==> config.mk <==
export PLATFORM = sky130hd
export DESIGN_NAME = transpose_rw_engine_flat
export DESIGN_NICKNAME = d
export VERILOG_FILES = /design/src/rtl/transpose_pkg.sv /design/src/rtl/ram_manage_if.sv /design/src/rtl/ram_wrd_if.sv /design/src/rtl/rd_skid_fifo.sv /design/src/rtl/transpose_rw_engine.sv /design/src/flat_wrapper.sv
export SDC_FILE = /design/constraint.sdc
export NUM_CORES = 1
export LEC_CHECK = 0
export BUFFER_PORTS_ARGS = -buffer_cell sky130_fd_sc_hd__buf_2
export CAP_MARGIN = 40
export CORE_ASPECT_RATIO = 1.2
export CORE_MARGIN = 4
export CORE_UTILIZATION = 50
export CTS_CLUSTER_DIAMETER = 50
export DETAILED_ROUTE_END_ITERATION = 10
export GPL_ROUTABILITY_DRIVEN = 0
export PLACE_DENSITY_LB_ADDON = 0.25
export RECOVER_POWER = 50
export SLEW_MARGIN = 30
export SYNTH_ARGS = -nofsm -noshare
export SYNTH_HDL_FRONTEND = slang
export SYNTH_SLANG_ARGS = --single-unit
==> constraint.sdc <==
create_clock -name clk -period 14.4 [get_ports clk]
set_input_delay 2.88 -clock clk [delete_from_list [all_inputs] [get_ports clk]]
set_output_delay 2.88 -clock clk [all_outputs]
set_load 0.02 [all_outputs]
==> src/rtl/transpose_pkg.sv <==
// Shared types and constants for the transpose RAM read/write engine.
package transpose_pkg;
  localparam int FIFO_DEPTH = 4;
  localparam int FIFO_CNT_W = $clog2(FIFO_DEPTH) + 1;

  typedef logic bank_t;

  typedef enum logic [1:0] {W_IDLE, W_RUN, W_DONE} w_state_t;
  typedef enum logic [1:0] {R_IDLE, R_ISSUE, R_DRAIN, R_DONE} r_state_t;
endpackage

==> src/rtl/ram_manage_if.sv <==
// Ping-pong manager handshake: command pulses in, per-bank finish pulses out.
interface ram_manage_if;
  logic wr_command;
  logic wr_ram_number;
  logic rd_command;
  logic rd_ram_number;
  logic wr_finish_0;
  logic wr_finish_1;
  logic rd_finish_0;
  logic rd_finish_1;

  modport s_manage (
    input  wr_command, wr_ram_number, rd_command, rd_ram_number,
    output wr_finish_0, wr_finish_1, rd_finish_0, rd_finish_1
  );
  modport m_manage (
    output wr_command, wr_ram_number, rd_command, rd_ram_number,
    input  wr_finish_0, wr_finish_1, rd_finish_0, rd_finish_1
  );
endinterface

==> src/rtl/ram_wrd_if.sv <==
// Simple dual-port RAM bank port: write side plus read side with rd_valid return.
interface ram_wrd_if #(
  parameter int ADDR_WIDTH = 18,
  parameter int DATA_WIDTH = 16
);
  logic                  wr_en;
  logic [ADDR_WIDTH-1:0] wr_addr;
  logic [DATA_WIDTH-1:0] wr_data;
  logic                  rd_en;
  logic [ADDR_WIDTH-1:0] rd_addr;
  logic [DATA_WIDTH-1:0] rd_data;
  logic                  rd_valid;

  modport m_ram (
    output wr_en, wr_addr, wr_data, rd_en, rd_addr,
    input  rd_data, rd_valid
  );
  modport s_ram (
    input  wr_en, wr_addr, wr_data, rd_en, rd_addr,
    output rd_data, rd_valid
  );
endinterface

==> src/rtl/rd_skid_fifo.sv <==
// Small show-ahead FIFO that absorbs RAM read returns; head is zero while empty.
module rd_skid_fifo
  import transpose_pkg::*;
#(
  parameter int DATA_WIDTH = 16
) (
  input  logic                  clk,
  input  logic                  rst,
  input  logic                  push,
  input  logic [DATA_WIDTH-1:0] push_data,
  input  logic                  pop,
  output logic [DATA_WIDTH-1:0] head_data,
  output logic                  empty,
  output logic [FIFO_CNT_W-1:0] count
);
  localparam int PTR_W = $clog2(FIFO_DEPTH);
  localparam logic [FIFO_CNT_W-1:0] FULL_CNT = FIFO_CNT_W'(FIFO_DEPTH);

  logic [DATA_WIDTH-1:0] mem [FIFO_DEPTH];
  logic [PTR_W-1:0]      wr_ptr_reg;
  logic [PTR_W-1:0]      rd_ptr_reg;
  logic [FIFO_CNT_W-1:0] count_reg;
  logic                  do_push;
  logic                  do_pop;

  assign do_push   = push && (count_reg != FULL_CNT);
  assign do_pop    = pop && (count_reg != '0);
  assign empty     = (count_reg == '0);
  assign count     = count_reg;
  assign head_data = empty ? '0 : mem[rd_ptr_reg];

  always_ff @(posedge clk) begin
    if (do_push) mem[wr_ptr_reg] <= push_data;
  end

  always_ff @(posedge clk or posedge rst) begin
    if (rst) begin
      wr_ptr_reg <= '0;
      rd_ptr_reg <= '0;
      count_reg  <= '0;
    end else begin
      if (do_push) wr_ptr_reg <= wr_ptr_reg + PTR_W'(1);
      if (do_pop)  rd_ptr_reg <= rd_ptr_reg + PTR_W'(1);
      case ({do_push, do_pop})
        2'b10:   count_reg <= count_reg + FIFO_CNT_W'(1);
        2'b01:   count_reg <= count_reg - FIFO_CNT_W'(1);
        default: count_reg <= count_reg;
      endcase
    end
  end
endmodule

==> src/rtl/transpose_rw_engine.sv <==
// Writes a row-major matrix into a selected bank, reads a bank back column-major.
module transpose_rw_engine
  import transpose_pkg::*;
#(
  parameter int ADDR_WIDTH = 18,
  parameter int DATA_WIDTH = 16,
  parameter int ROWS       = 512,
  parameter int COLS       = 512
) (
  input  logic                  clk,
  input  logic                  rst,
  ram_manage_if.s_manage        manage,
  ram_wrd_if.m_ram              ram0,
  ram_wrd_if.m_ram              ram1,
  input  logic                  in_valid,
  input  logic [DATA_WIDTH-1:0] in_data,
  output logic                  in_ready,
  output logic                  out_valid,
  output logic [DATA_WIDTH-1:0] out_data,
  input  logic                  out_ready
);
  localparam logic [ADDR_WIDTH-1:0] ROW_LAST   = ADDR_WIDTH'(ROWS - 1);
  localparam logic [ADDR_WIDTH-1:0] COL_LAST   = ADDR_WIDTH'(COLS - 1);
  localparam logic [ADDR_WIDTH-1:0] COLS_A     = ADDR_WIDTH'(COLS);
  localparam logic [ADDR_WIDTH-1:0] TOTAL_LAST = ADDR_WIDTH'(ROWS * COLS - 1);
  localparam logic [ADDR_WIDTH-1:0] A_ONE      = ADDR_WIDTH'(1);

  w_state_t w_state_reg, w_state_next;
  r_state_t r_state_reg, r_state_next;

  bank_t                 wr_bank_reg, rd_bank_reg, rd_bank_sel;
  logic [ADDR_WIDTH-1:0] w_row_reg, w_col_reg, w_base_reg;
  logic [ADDR_WIDTH-1:0] r_row_reg, r_col_reg, r_base_reg;
  logic [ADDR_WIDTH-1:0] wr_addr_reg, rd_addr_reg, out_cnt_reg;
  logic [DATA_WIDTH-1:0] wr_data_reg;
  logic [1:0]            wr_en_reg, wr_en_next, wr_finish_reg, wr_finish_next;
  logic [1:0]            rd_en_reg, rd_en_next, rd_finish_reg, rd_finish_next;
  logic [FIFO_CNT_W-1:0] outstanding_reg, fifo_count;
  logic                  wr_start, w_hs, w_last;
  logic                  rd_issue, rd_end, r_last, rd_credit, out_hs, o_last;
  logic                  ret_valid, fifo_empty;
  logic [DATA_WIDTH-1:0] ret_data;

  assign in_ready  = (w_state_reg == W_RUN);
  assign w_hs      = in_ready && in_valid;
  assign w_last    = (w_row_reg == ROW_LAST) && (w_col_reg == COL_LAST);
  assign r_last    = (r_row_reg == ROW_LAST) && (r_col_reg == COL_LAST);
  assign out_valid = !fifo_empty;
  assign out_hs    = out_valid && out_ready;
  assign o_last    = (out_cnt_reg == TOTAL_LAST);
  // Outstanding reads reserve FIFO slots so returns can never overflow it.
  assign rd_credit = (outstanding_reg + fifo_count) < FIFO_CNT_W'(FIFO_DEPTH);
  assign rd_bank_sel = (r_state_reg == R_IDLE) ? manage.rd_ram_number : rd_bank_reg;
  assign ret_valid = (rd_bank_reg ? ram1.rd_valid : ram0.rd_valid) && (outstanding_reg != '0);
  assign ret_data  = rd_bank_reg ? ram1.rd_data : ram0.rd_data;

  always_comb begin
    w_state_next = w_state_reg;
    wr_start     = 1'b0;
    case (w_state_reg)
      // A pending finish pulse means the previous write is still closing out.
      W_IDLE: if (manage.wr_command && (wr_finish_reg == 2'b00)) begin
        wr_start     = 1'b1;
        w_state_next = W_RUN;
      end
      W_RUN:   if (w_hs && w_last) w_state_next = W_DONE;
      W_DONE:  w_state_next = W_IDLE;
      default: w_state_next = W_IDLE;
    endcase
  end

  always_comb begin
    r_state_next = r_state_reg;
    rd_issue     = 1'b0;
    rd_end       = 1'b0;
    case (r_state_reg)
      R_IDLE: if (manage.rd_command) begin
        rd_issue     = 1'b1;
        r_state_next = r_last ? R_DRAIN : R_ISSUE;
      end
      R_ISSUE: if (rd_credit) begin
        rd_issue = 1'b1;
        if (r_last) r_state_next = R_DRAIN;
      end
      R_DRAIN: if (out_hs && o_last) begin
        rd_end       = 1'b1;
        r_state_next = R_DONE;
      end
      R_DONE:  r_state_next = R_IDLE;
      default: r_state_next = R_IDLE;
    endcase
  end

  for (genvar gi = 0; gi < 2; gi++) begin : g_bank
    assign wr_en_next[gi]     = w_hs && (wr_bank_reg == bank_t'(gi));
    assign wr_finish_next[gi] = (w_state_reg == W_DONE) && (wr_bank_reg == bank_t'(gi));
    assign rd_en_next[gi]     = rd_issue && (rd_bank_sel == bank_t'(gi));
    assign rd_finish_next[gi] = rd_end && (rd_bank_reg == bank_t'(gi));
  end

  always_ff @(posedge clk or posedge rst) begin
    if (rst) begin
      w_state_reg <= W_IDLE;
      wr_bank_reg <= 1'b0;
      w_row_reg   <= '0;
      w_col_reg   <= '0;
      w_base_reg  <= '0;
      wr_addr_reg <= '0;
      wr_data_reg <= '0;
      wr_en_reg   <= '0;
      wr_finish_reg <= '0;
    end else begin
      w_state_reg   <= w_state_next;
      wr_en_reg     <= wr_en_next;
      wr_finish_reg <= wr_finish_next;
      if (wr_start) begin
        wr_bank_reg <= manage.wr_ram_number;
        w_row_reg   <= '0;
        w_col_reg   <= '0;
        w_base_reg  <= '0;
      end else if (w_hs) begin
        wr_addr_reg <= w_base_reg + w_col_reg;
        wr_data_reg <= in_data;
        if (w_col_reg == COL_LAST) begin
          w_col_reg  <= '0;
          w_row_reg  <= w_row_reg + A_ONE;
          w_base_reg <= w_base_reg + COLS_A;
        end else begin
          w_col_reg <= w_col_reg + A_ONE;
        end
      end
    end
  end

  always_ff @(posedge clk or posedge rst) begin
    if (rst) begin
      r_state_reg     <= R_IDLE;
      rd_bank_reg     <= 1'b0;
      r_row_reg       <= '0;
      r_col_reg       <= '0;
      r_base_reg      <= '0;
      rd_addr_reg     <= '0;
      rd_en_reg       <= '0;
      rd_finish_reg   <= '0;
      out_cnt_reg     <= '0;
      outstanding_reg <= '0;
    end else begin
      r_state_reg   <= r_state_next;
      rd_en_reg     <= rd_en_next;
      rd_finish_reg <= rd_finish_next;
      if (r_state_reg == R_IDLE && manage.rd_command) rd_bank_reg <= manage.rd_ram_number;
      // Row index runs fastest so the bank is walked column by column.
      if (rd_issue) begin
        rd_addr_reg <= r_base_reg + r_col_reg;
        if (r_row_reg == ROW_LAST) begin
          r_row_reg  <= '0;
          r_base_reg <= '0;
          r_col_reg  <= r_col_reg + A_ONE;
        end else begin
          r_row_reg  <= r_row_reg + A_ONE;
          r_base_reg <= r_base_reg + COLS_A;
        end
      end else if (r_state_reg == R_DONE) begin
        r_row_reg  <= '0;
        r_col_reg  <= '0;
        r_base_reg <= '0;
      end
      if (r_state_reg == R_DONE) out_cnt_reg <= '0;
      else if (out_hs)           out_cnt_reg <= out_cnt_reg + A_ONE;
      case ({rd_issue, ret_valid})
        2'b10:   outstanding_reg <= outstanding_reg + FIFO_CNT_W'(1);
        2'b01:   outstanding_reg <= outstanding_reg - FIFO_CNT_W'(1);
        default: outstanding_reg <= outstanding_reg;
      endcase
    end
  end

  rd_skid_fifo #(.DATA_WIDTH(DATA_WIDTH)) u_fifo (
    .clk       (clk),
    .rst       (rst),
    .push      (ret_valid),
    .push_data (ret_data),
    .pop       (out_hs),
    .head_data (out_data),
    .empty     (fifo_empty),
    .count     (fifo_count)
  );

  assign ram0.wr_en   = wr_en_reg[0];
  assign ram0.wr_addr = wr_addr_reg;
  assign ram0.wr_data = wr_data_reg;
  assign ram0.rd_en   = rd_en_reg[0];
  assign ram0.rd_addr = rd_addr_reg;
  assign ram1.wr_en   = wr_en_reg[1];
  assign ram1.wr_addr = wr_addr_reg;
  assign ram1.wr_data = wr_data_reg;
  assign ram1.rd_en   = rd_en_reg[1];
  assign ram1.rd_addr = rd_addr_reg;

  assign manage.wr_finish_0 = wr_finish_reg[0];
  assign manage.wr_finish_1 = wr_finish_reg[1];
  assign manage.rd_finish_0 = rd_finish_reg[0];
  assign manage.rd_finish_1 = rd_finish_reg[1];
endmodule

==> src/flat_wrapper.sv <==
// flat-port wrapper written by rule: the top's interface ports become plain ports
module transpose_rw_engine_flat import transpose_pkg::*;
#(
  parameter int ADDR_WIDTH = 18,
  parameter int DATA_WIDTH = 16,
  parameter int ROWS       = 512,
  parameter int COLS       = 512
)
  (clk, rst, in_valid, in_data, in_ready, out_valid, out_data, out_ready, manage_wr_command, manage_wr_ram_number, manage_rd_command, manage_rd_ram_number, manage_wr_finish_0, manage_wr_finish_1, manage_rd_finish_0, manage_rd_finish_1, ram0_wr_en, ram0_wr_addr, ram0_wr_data, ram0_rd_en, ram0_rd_addr, ram0_rd_data, ram0_rd_valid, ram1_wr_en, ram1_wr_addr, ram1_wr_data, ram1_rd_en, ram1_rd_addr, ram1_rd_data, ram1_rd_valid);
  ram_manage_if manage_i ();
  ram_wrd_if #(.ADDR_WIDTH(ADDR_WIDTH), .DATA_WIDTH(DATA_WIDTH)) ram0_i ();
  ram_wrd_if #(.ADDR_WIDTH(ADDR_WIDTH), .DATA_WIDTH(DATA_WIDTH)) ram1_i ();
  input  logic clk;
  input  logic rst;
  input  logic in_valid;
  input  logic [DATA_WIDTH-1:0] in_data;
  output logic in_ready;
  output logic out_valid;
  output logic [DATA_WIDTH-1:0] out_data;
  input  logic out_ready;
  input wire logic [$bits(manage_i.wr_command)-1:0] manage_wr_command;
  input wire logic [$bits(manage_i.wr_ram_number)-1:0] manage_wr_ram_number;
  input wire logic [$bits(manage_i.rd_command)-1:0] manage_rd_command;
  input wire logic [$bits(manage_i.rd_ram_number)-1:0] manage_rd_ram_number;
  output wire logic [$bits(manage_i.wr_finish_0)-1:0] manage_wr_finish_0;
  output wire logic [$bits(manage_i.wr_finish_1)-1:0] manage_wr_finish_1;
  output wire logic [$bits(manage_i.rd_finish_0)-1:0] manage_rd_finish_0;
  output wire logic [$bits(manage_i.rd_finish_1)-1:0] manage_rd_finish_1;
  output wire logic [$bits(ram0_i.wr_en)-1:0] ram0_wr_en;
  output wire logic [$bits(ram0_i.wr_addr)-1:0] ram0_wr_addr;
  output wire logic [$bits(ram0_i.wr_data)-1:0] ram0_wr_data;
  output wire logic [$bits(ram0_i.rd_en)-1:0] ram0_rd_en;
  output wire logic [$bits(ram0_i.rd_addr)-1:0] ram0_rd_addr;
  input wire logic [$bits(ram0_i.rd_data)-1:0] ram0_rd_data;
  input wire logic [$bits(ram0_i.rd_valid)-1:0] ram0_rd_valid;
  output wire logic [$bits(ram1_i.wr_en)-1:0] ram1_wr_en;
  output wire logic [$bits(ram1_i.wr_addr)-1:0] ram1_wr_addr;
  output wire logic [$bits(ram1_i.wr_data)-1:0] ram1_wr_data;
  output wire logic [$bits(ram1_i.rd_en)-1:0] ram1_rd_en;
  output wire logic [$bits(ram1_i.rd_addr)-1:0] ram1_rd_addr;
  input wire logic [$bits(ram1_i.rd_data)-1:0] ram1_rd_data;
  input wire logic [$bits(ram1_i.rd_valid)-1:0] ram1_rd_valid;
  assign manage_i.wr_command = manage_wr_command;
  assign manage_i.wr_ram_number = manage_wr_ram_number;
  assign manage_i.rd_command = manage_rd_command;
  assign manage_i.rd_ram_number = manage_rd_ram_number;
  assign manage_wr_finish_0 = manage_i.wr_finish_0;
  assign manage_wr_finish_1 = manage_i.wr_finish_1;
  assign manage_rd_finish_0 = manage_i.rd_finish_0;
  assign manage_rd_finish_1 = manage_i.rd_finish_1;
  assign ram0_wr_en = ram0_i.wr_en;
  assign ram0_wr_addr = ram0_i.wr_addr;
  assign ram0_wr_data = ram0_i.wr_data;
  assign ram0_rd_en = ram0_i.rd_en;
  assign ram0_rd_addr = ram0_i.rd_addr;
  assign ram0_i.rd_data = ram0_rd_data;
  assign ram0_i.rd_valid = ram0_rd_valid;
  assign ram1_wr_en = ram1_i.wr_en;
  assign ram1_wr_addr = ram1_i.wr_addr;
  assign ram1_wr_data = ram1_i.wr_data;
  assign ram1_rd_en = ram1_i.rd_en;
  assign ram1_rd_addr = ram1_i.rd_addr;
  assign ram1_i.rd_data = ram1_rd_data;
  assign ram1_i.rd_valid = ram1_rd_valid;
  transpose_rw_engine #(.ADDR_WIDTH(ADDR_WIDTH), .DATA_WIDTH(DATA_WIDTH), .ROWS(ROWS), .COLS(COLS)) u_core (.clk(clk), .rst(rst), .manage(manage_i), .ram0(ram0_i), .ram1(ram1_i), .in_valid(in_valid), .in_data(in_data), .in_ready(in_ready), .out_valid(out_valid), .out_data(out_data), .out_ready(out_ready));
endmodule
==> results.txt, run 1 <==
The final layout contains routed wiring with a total length of 25.5 mm. The worst register-to-register path begins at u_core.u_fifo.count[1]. The most congested layer reported by global routing is met2. The total nets after synthesis came out at 1213. The final hold slack is 0.459 ns. The number of flip-flops in the largest register is 64. The clock transition at the registers of the reported paths came out at 0.06 ns.

Yosys attributes the largest share of cell area to sky130_fd_sc_hd__dfrtp_1, sky130_fd_sc_hd__edfxtp_1, sky130_fd_sc_hd__mux2_2. The first-pass GRT wire length is 42.0 mm. The count of pins over their slew limit is 180. STA classifies the critical path endpoint as an asynchronous set/reset pin. The most used flip-flop cell after synthesis is sky130_fd_sc_hd__dfrtp_1. The number of gates resized after CTS was 0. The initial antenna violation count is 0. The transition time of the tightest slew-check pin is 4.30 ns. The die boundary width came out at 152 microns.

In this run, post-CTS hold repair placed 0 buffers. The diode insertion count for antenna repair came out at 0. CTS saw 248 sinks. The power per standard cell area came out at 140 nW/um^2. The core outline area came out at 24100 sq um. The checks that failed: max-capacitance violations, max-slew violations. The maximum clock insertion buffer count is 3. The data arrival at the endpoint of the critical path came out at 8.35 ns.

The fraction of met2 tracks used by global routing is 32.5%. The peak supply drop came out at 0.0000818 V. After clock tree synthesis, the setup repair step added 0 buffers.

The number of buffers added by the clock tree synthesis step is 27. The via count of the first global-routing pass came out at 8395. Global routing consumed, on the met3 layer, 2.69% of the routing resources. The placed wire-length estimate after detailed placement is 17.9 mm. The routed wire length per instance is 16.0 microns. The critical path is of the input pin to asynchronous set/reset pin type. The synthesized area divided by synthesized cell count is 11.1 sq um.

The cell accounting for the most synthesized area is sky130_fd_sc_hd__dfrtp_1. The share of final-layout standard cells stronger than drive strength 1 came out at 21.7%. CTS built an H-tree with a depth of 1. STA classifies the critical path startpoint as an input pin. The max-capacitance violation count is 4. The die covers 27400 sq um. The worst relative slew slack is -186%.

The DRC marker count from the first detailed-route iteration came out at 446. For this run, design rule violations remaining after detail routing come to 0. The proportion of netlist area held by the largest area contributor came out at 37.2%. The detailed router placed 8508 vias in this run. The run finished, with violations left. The total overflow left after global routing is 0. The number of enable flip-flop cells after synthesis came out at 64. The share of the yosys chip area belonging to registers came out at 52.7%.

The unique cell type count in the Yosys netlist came out at 61. Tracing the worst setup path back leads to its startpoint at rst. The remaining antenna violation count is 0.

The CTS tree is yes. The accumulated negative setup slack came out at 0 ns. By count the netlist is led by sky130_fd_sc_hd__dfrtp_1, sky130_fd_sc_hd__nor2_1, sky130_fd_sc_hd__nand2_1. In the synthesized netlist, the number of instances is 1117. For the worst setup path, the data required time is 14.93 ns. The startpoint of the lowest-slack hold path is u_core.wr_bank_reg.

The post-route core utilization came out at 58.5%. The clock period minus final worst setup slack is 7.81 ns. The clock latency reported for the late side of the worst-skew pair is 0.53 ns. The initial cell density of the core came out at 51.3%. In this run the worst hold path is classified as register to register. Measured along the y axis, the die boundary spans 180 microns. The hold violation total from the final report came out at 0. The number of register bits inferred by synthesis came out at 248. The clock skew came out at 0.00961 ns. The leakage dissipation is 6.09 nW. The number of I/O pins came out at 188. The count of endpoints failing setup in the final report came out at 0.

The global-route track usage on met1 is 24.7%. Setup repair after global routing left no endpoint under its margin. The highest clock rate is 128 MHz.

The share of async-settable or async-resettable flops after synthesis is 74.2%. The floorplan has 62 rows. The pin count of the biggest net entering global routing is 81. Compared with the post-synthesis result, the final layout area differs by 14.0%. The maximum fanout along the worst path came out at 80. The period utilization is 54.3%. sky130_fd_sc_hd__dfrtp_1 is the most common cell in the netlist.

The post-synthesis instance area came out at 12400 sq um. The buffer cell driving the clock tree root is sky130_fd_sc_hd__clkbuf_16. The overall fraction of global-route tracks in use came out at 18.5%. The largest register by flop count is u_core.u_fifo.mem.

The final net count is 1351. The number of iterations in the first detailed-routing pass came out at 5. In this run the tool buffered the top-level ports with 187 buffer cells.

During synthesis, Yosys emitted a total of 0 warnings. Dividing the detail-routed via count by the number of cells gives 5.33.
cells by family (layout without fill, tap and decap cells):
logic type | Yosys count | in the layout | share of synthesized area (%)
muxes | 67 | 67 | 7.50
and+or+nand+nor | 405 | 405 | 16.9
AOI/OAI and AO/OA | 138 | 138 | 6.73
DFF | 248 | 248 | 52.7
xor gates and xnor gates | 95 | 95 | 6.72
other | 1 | 1 | 0.0303
buffers and inverters | 125 | 284 | 5.43
adders and majority gates | 38 | 38 | 3.96
critical path, cell delays in order:
cell and delay, ns:
sky130_fd_sc_hd__buf_2 0.10, sky130_fd_sc_hd__clkinvlp_2 1.23, sky130_fd_sc_hd__clkbuf_1 3.08, sky130_fd_sc_hd__buf_4 0.96
per-layer routing:
metal / part of all wire, % / vias to the layer above / routed length, microns
li1: - / 4174 / -
met1: 43 / 4109 / 11000
met2: 50 / 195 / 12800
met3: 5.4 / 30 / 1380
met4: 1.3 / 0 / 332
met5: 0 / - / 0
per-stage QoR:
stage	setup slack, ns	cell area, sq um	std cells	power, mW
6_report	6.59	14100	1596	1.98
5_1_grt	5.42	14100	1596	2.09
4_1_cts	9.25	14200	1592	2.01
3_5_place_dp	9.14	13300	1542	1.32
3_3_place_gp	8.82	13200	1539	1.30
2_1_floorplan	6.52	12400	1117	1.20
cell type report:
| type | count | area (sq um) |
|---|---|---|
| fillers | 2038 | 10000 |
| flip-flops and latches | 248 | 6530 |
| multi-input cells | 744 | 5180 |
| repair buffers | 199 | 988 |
| clock buffers | 36 | 729 |
| well taps | 320 | 400 |
| clock inverters | 14 | 160 |
| inverters | 35 | 133 |
path summary, 6_finish.rpt:
check | endpoint | slack, ns | cells after the start
setup / recovery | u_core.u_fifo.rd_ptr_reg[0] | 6.59 | 4
hold / removal | u_core.wr_en_reg[0] | 0.46 | 1
setup reg to reg | u_core.r_col_reg[12] | 9.68 | 9
hold reg to reg | u_core.wr_en_reg[0] | 0.46 | 1
max in group clk | u_core.outstanding_reg[2] | 8.68 | 11
min in group asynchronous | u_core.ram0.wr_data[3] | 2.93 | 2
cell usage in the layout (no fill, tap or decap), drive strengths merged, types with 25 or more instances in the layout:
| master | count |
|---|---|
| ha | 36 |
| buf | 166 |
| inv | 37 |
| mux2 | 46 |
| nor3 | 25 |
| nand2 | 100 |
| xor2 | 40 |
| a21oi | 35 |
| nand3 | 40 |
| o21ai | 52 |
| dfrtp | 184 |
| xnor2 | 55 |
| nor2 | 108 |
| edfxtp | 64 |
| clkbuf | 69 |
power by group:
group | internal, mW | switching [mW] | leakage (nW) | total [mW]
registers | 0.809 | 0.0766 | 2.88 | 0.886
clock network | 0.411 | 0.276 | 0.424 | 0.687
logic | 0.179 | 0.231 | 2.79 | 0.410
Power figures use the tool's default switching activity.
==> inputs of run 2 (changes only) <==
- clock period: 14.4 -> 7.5 ns (I/O delays scaled with it)
==> results.txt, run 2 (synthesized netlist as in run 1, its figures left out) <==
The period utilization is 57.7%. The internal portion of total power was 2.64 mW (+89%). The clock skew is 0.0144 ns (+0.00476 ns). The number of buffer cells added on primary ports came out at 187 (unchanged).

The worst setup path category is register to register. The buffers inserted during post-CTS setup optimization was 0 (unchanged). Clock tree synthesis selected as its root buffer the cell sky130_fd_sc_hd__clkbuf_16. The DRC marker count from the first detailed-route iteration came out at 397 (-11%).

The worst slack after detailed placement came to 3.61 ns (-5.53 ns). The startpoint of the worst register-to-register path is u_core.u_fifo.count[1]. The accumulated negative setup slack was 0 ns (unchanged). The number of I/O pins was 188 (unchanged). The routed wire length per instance was 16.0 microns (about the same). The number of cells on the worst reg-to-reg path came out at 9 (unchanged).

The number of buffers added by the clock tree synthesis step came out at 27 (unchanged). The flow ran to the end, but the final reports show violations. The remaining antenna violation count came out at 0 (unchanged). The overflow left after global routing is 0 (unchanged). The count of hold-fix buffers inserted at cts is 0 (unchanged). The hold violation total from the final report came out at 0 (unchanged). The number of fillers in the final layout is 2034 (-0.20%). The max-capacitance violation count came to 2 (-2). The count of endpoints failing setup in the final report is 0 (unchanged). The final wirelength is 25.5 mm (about the same). The net switching power figure is 1.13 mW (+94%). The first-pass GRT wire length is 41.8 mm (-0.31%).

The detailed-route via count came out at 8555 (+0.55%). The smallest setup slack after layout came out at 3.17 ns (-3.42 ns). The checks that failed: max-capacitance violations, max-slew violations. The portion of total power attributed to sequential cells is 45.1% (+0.4 points). The data arrival at the endpoint of the critical path was 4.76 ns (-3.59 ns). The maximum clock insertion buffer count is 3 (unchanged). The critical path startpoint category is a register. The highest clock rate came out at 231 MHz. The number of iterations in the first detailed-routing pass is 5 (unchanged).

The clock period minus final worst setup slack came out at 4.33 ns. The power share of the clock group came out at 34.0% (-0.7 points). The cell family contributing the most delay on the critical path is buffers and inverters.

The peak supply drop was 0.000127 V (+56%). The y dimension of the die is 180 microns (unchanged). The worst reg2reg path endpoint is u_core.r_col_reg[12]. STA classifies the critical path endpoint as a register. The pin count of the biggest net entering global routing was 81 (unchanged).

The maximum fanout along the worst path came out at 48 (-40%). The worst relative slew slack is -54.7% (+130 points). The initial cell density of the core is 51.3% (unchanged). The most critical setup path has its startpoint at u_core.u_fifo.count[1].

The final hold slack came to 0.459 ns (-0.000725 ns). The biggest cell delay along the critical path is 0.77 ns (-2.31 ns). The power per standard cell area came out at 267 nW/um^2 (+90%). The diode insertion count for antenna repair is 0 (unchanged). The share of final-layout standard cells stronger than drive strength 1 was 21.6% (-0.078 points).

The share of power burned in combinational logic is 20.9% (+0.2 points). The detail-routed via count per cell is 5.36 (+0.55%). The min-delay analysis places its worst path in the category register to register. The clock transition at the registers of the reported paths is 0.06 ns (about the same).

Leaving out fill and tap cells, the most frequent cell in the layout is sky130_fd_sc_hd__dfrtp_1. The overall fraction of global-route tracks in use came out at 18.4% (-0.086 points). Following the worst setup path forward leads to its endpoint at u_core.r_col_reg[12]. The initial antenna violation count is 0 (unchanged). The net switching share of the total power came out at 30.1% (+0.63 points). The H-tree depth is 1 (unchanged).

The placed wire-length estimate after detailed placement came to 17.8 mm (-0.40%). The number of flip-flops in the largest register is 64 (unchanged). The count of pins over their slew limit is 98 (-46%).

The layout overhead on the synthesized area is 14.0% (unchanged). The core outline area came to 24100 sq um (unchanged). The cell with the largest stage delay on the worst path is sky130_fd_sc_hd__o21ai_0. The final net count is 1351 (unchanged). The critical path required time came out at 7.93 ns (-7.00 ns). The leakage dissipation is 6.08 nW (-0.12%). The post-cts sizing count came out at 0 (unchanged).

The clock latency reported for the late side of the worst-skew pair is 0.52 ns (about the same). The transition time of the tightest slew-check pin was 2.31 ns (-1.99 ns). The overall die area came out at 27400 sq um (unchanged). The largest register by flop count is u_core.u_fifo.mem. The die boundary width is 152 microns (unchanged). The critical path buffer and inverter count came to 2 (-2). The CTS tree is yes.

The setup slack on the worst flop-to-flop path came out at 3.17 ns (-6.51 ns). In the layout the commonest cells are sky130_fd_sc_hd__dfrtp_1, sky130_fd_sc_hd__buf_2, sky130_fd_sc_hd__nor2_1. The critical path goes through ha_1, a31oi_1, xnor2_1, o21ai_0, clkbuf_1, inv_2, or4_1, or3_1, a21oi_1.

The remaining design rule violation count was 0 (unchanged). The number of standard-cell rows in the floorplan came out at 62 (unchanged). The total number of clock tree sinks came out at 248 (unchanged). The total number of cells along the worst setup path is 9 (+5). The via count of the first global-routing pass is 8350 (-0.54%).

Setup repair after global routing left no endpoint under its margin.
run 2: layout make-up:
| class | count | area (sq um) | share of cell area [%] |
|---|---|---|---|
| sequential | 248 | 6530 | 46.2 |
| multi-input combinational | 744 | 5180 | 36.7 |
| timing repair buffer | 199 | 1010 | 7.15 |
| clock buffer | 32 | 694 | 4.92 |
| tap | 320 | 400 | 2.84 |
| clock inverter | 18 | 174 | 1.23 |
| inverter | 35 | 133 | 0.939 |
run 2: how the worst min path moves through the flow:
| stage | cells after the start | from | end | slack, ns |
|---|---|---|---|---|
| detailed placement | 1 | u_core.wr_bank_reg | u_core.wr_en_reg[0] | 0.45 |
| floorplan | 1 | u_core.wr_bank_reg | u_core.wr_en_reg[0] | 0.43 |
| finish | 1 | u_core.wr_bank_reg | u_core.wr_en_reg[0] | 0.46 |
| global placement | 1 | u_core.wr_bank_reg | u_core.wr_en_reg[0] | 0.45 |
| CTS | 1 | u_core.wr_bank_reg | u_core.wr_en_reg[0] | 0.46 |
| global route | 1 | u_core.wr_bank_reg | u_core.wr_finish_reg[0] | 0.49 |
run 2: per-stage QoR:
step | instances | utilization [%] | power (mW) | cell area [sq um]
after floorplan | 1117 | - | 2.30 | 12400
after global placement | 1539 | 54.8 | 2.50 | 13200
after detailed placement | 1542 | 55.1 | 2.53 | 13300
after CTS | 1592 | 58.7 | 3.83 | 14200
after global routing | 1596 | 58.5 | 3.98 | 14100
final | 1596 | 58.5 | 3.77 | 14100
run 2: power by group through the flow:
stage,clock network (mW),logic (mW),registers [mW]
6_report,1.28,0.789,1.70
2_1_floorplan,0,0.619,1.69
3_5_place_dp,0,0.795,1.73
3_3_place_gp,0,0.784,1.72
5_1_grt,1.38,0.867,1.73
4_1_cts,1.32,0.800,1.71
run 2: metal layers:
metal  track usage (%)  vias to the layer above  part of all wire [%]
met4              4.03                        0                   1.3
met2              32.5                      223                    50
met3              2.21                       24                   5.6
met1              24.4                     4135                    43
li1                  -                     4173                     -
met5                 0                        -                     0
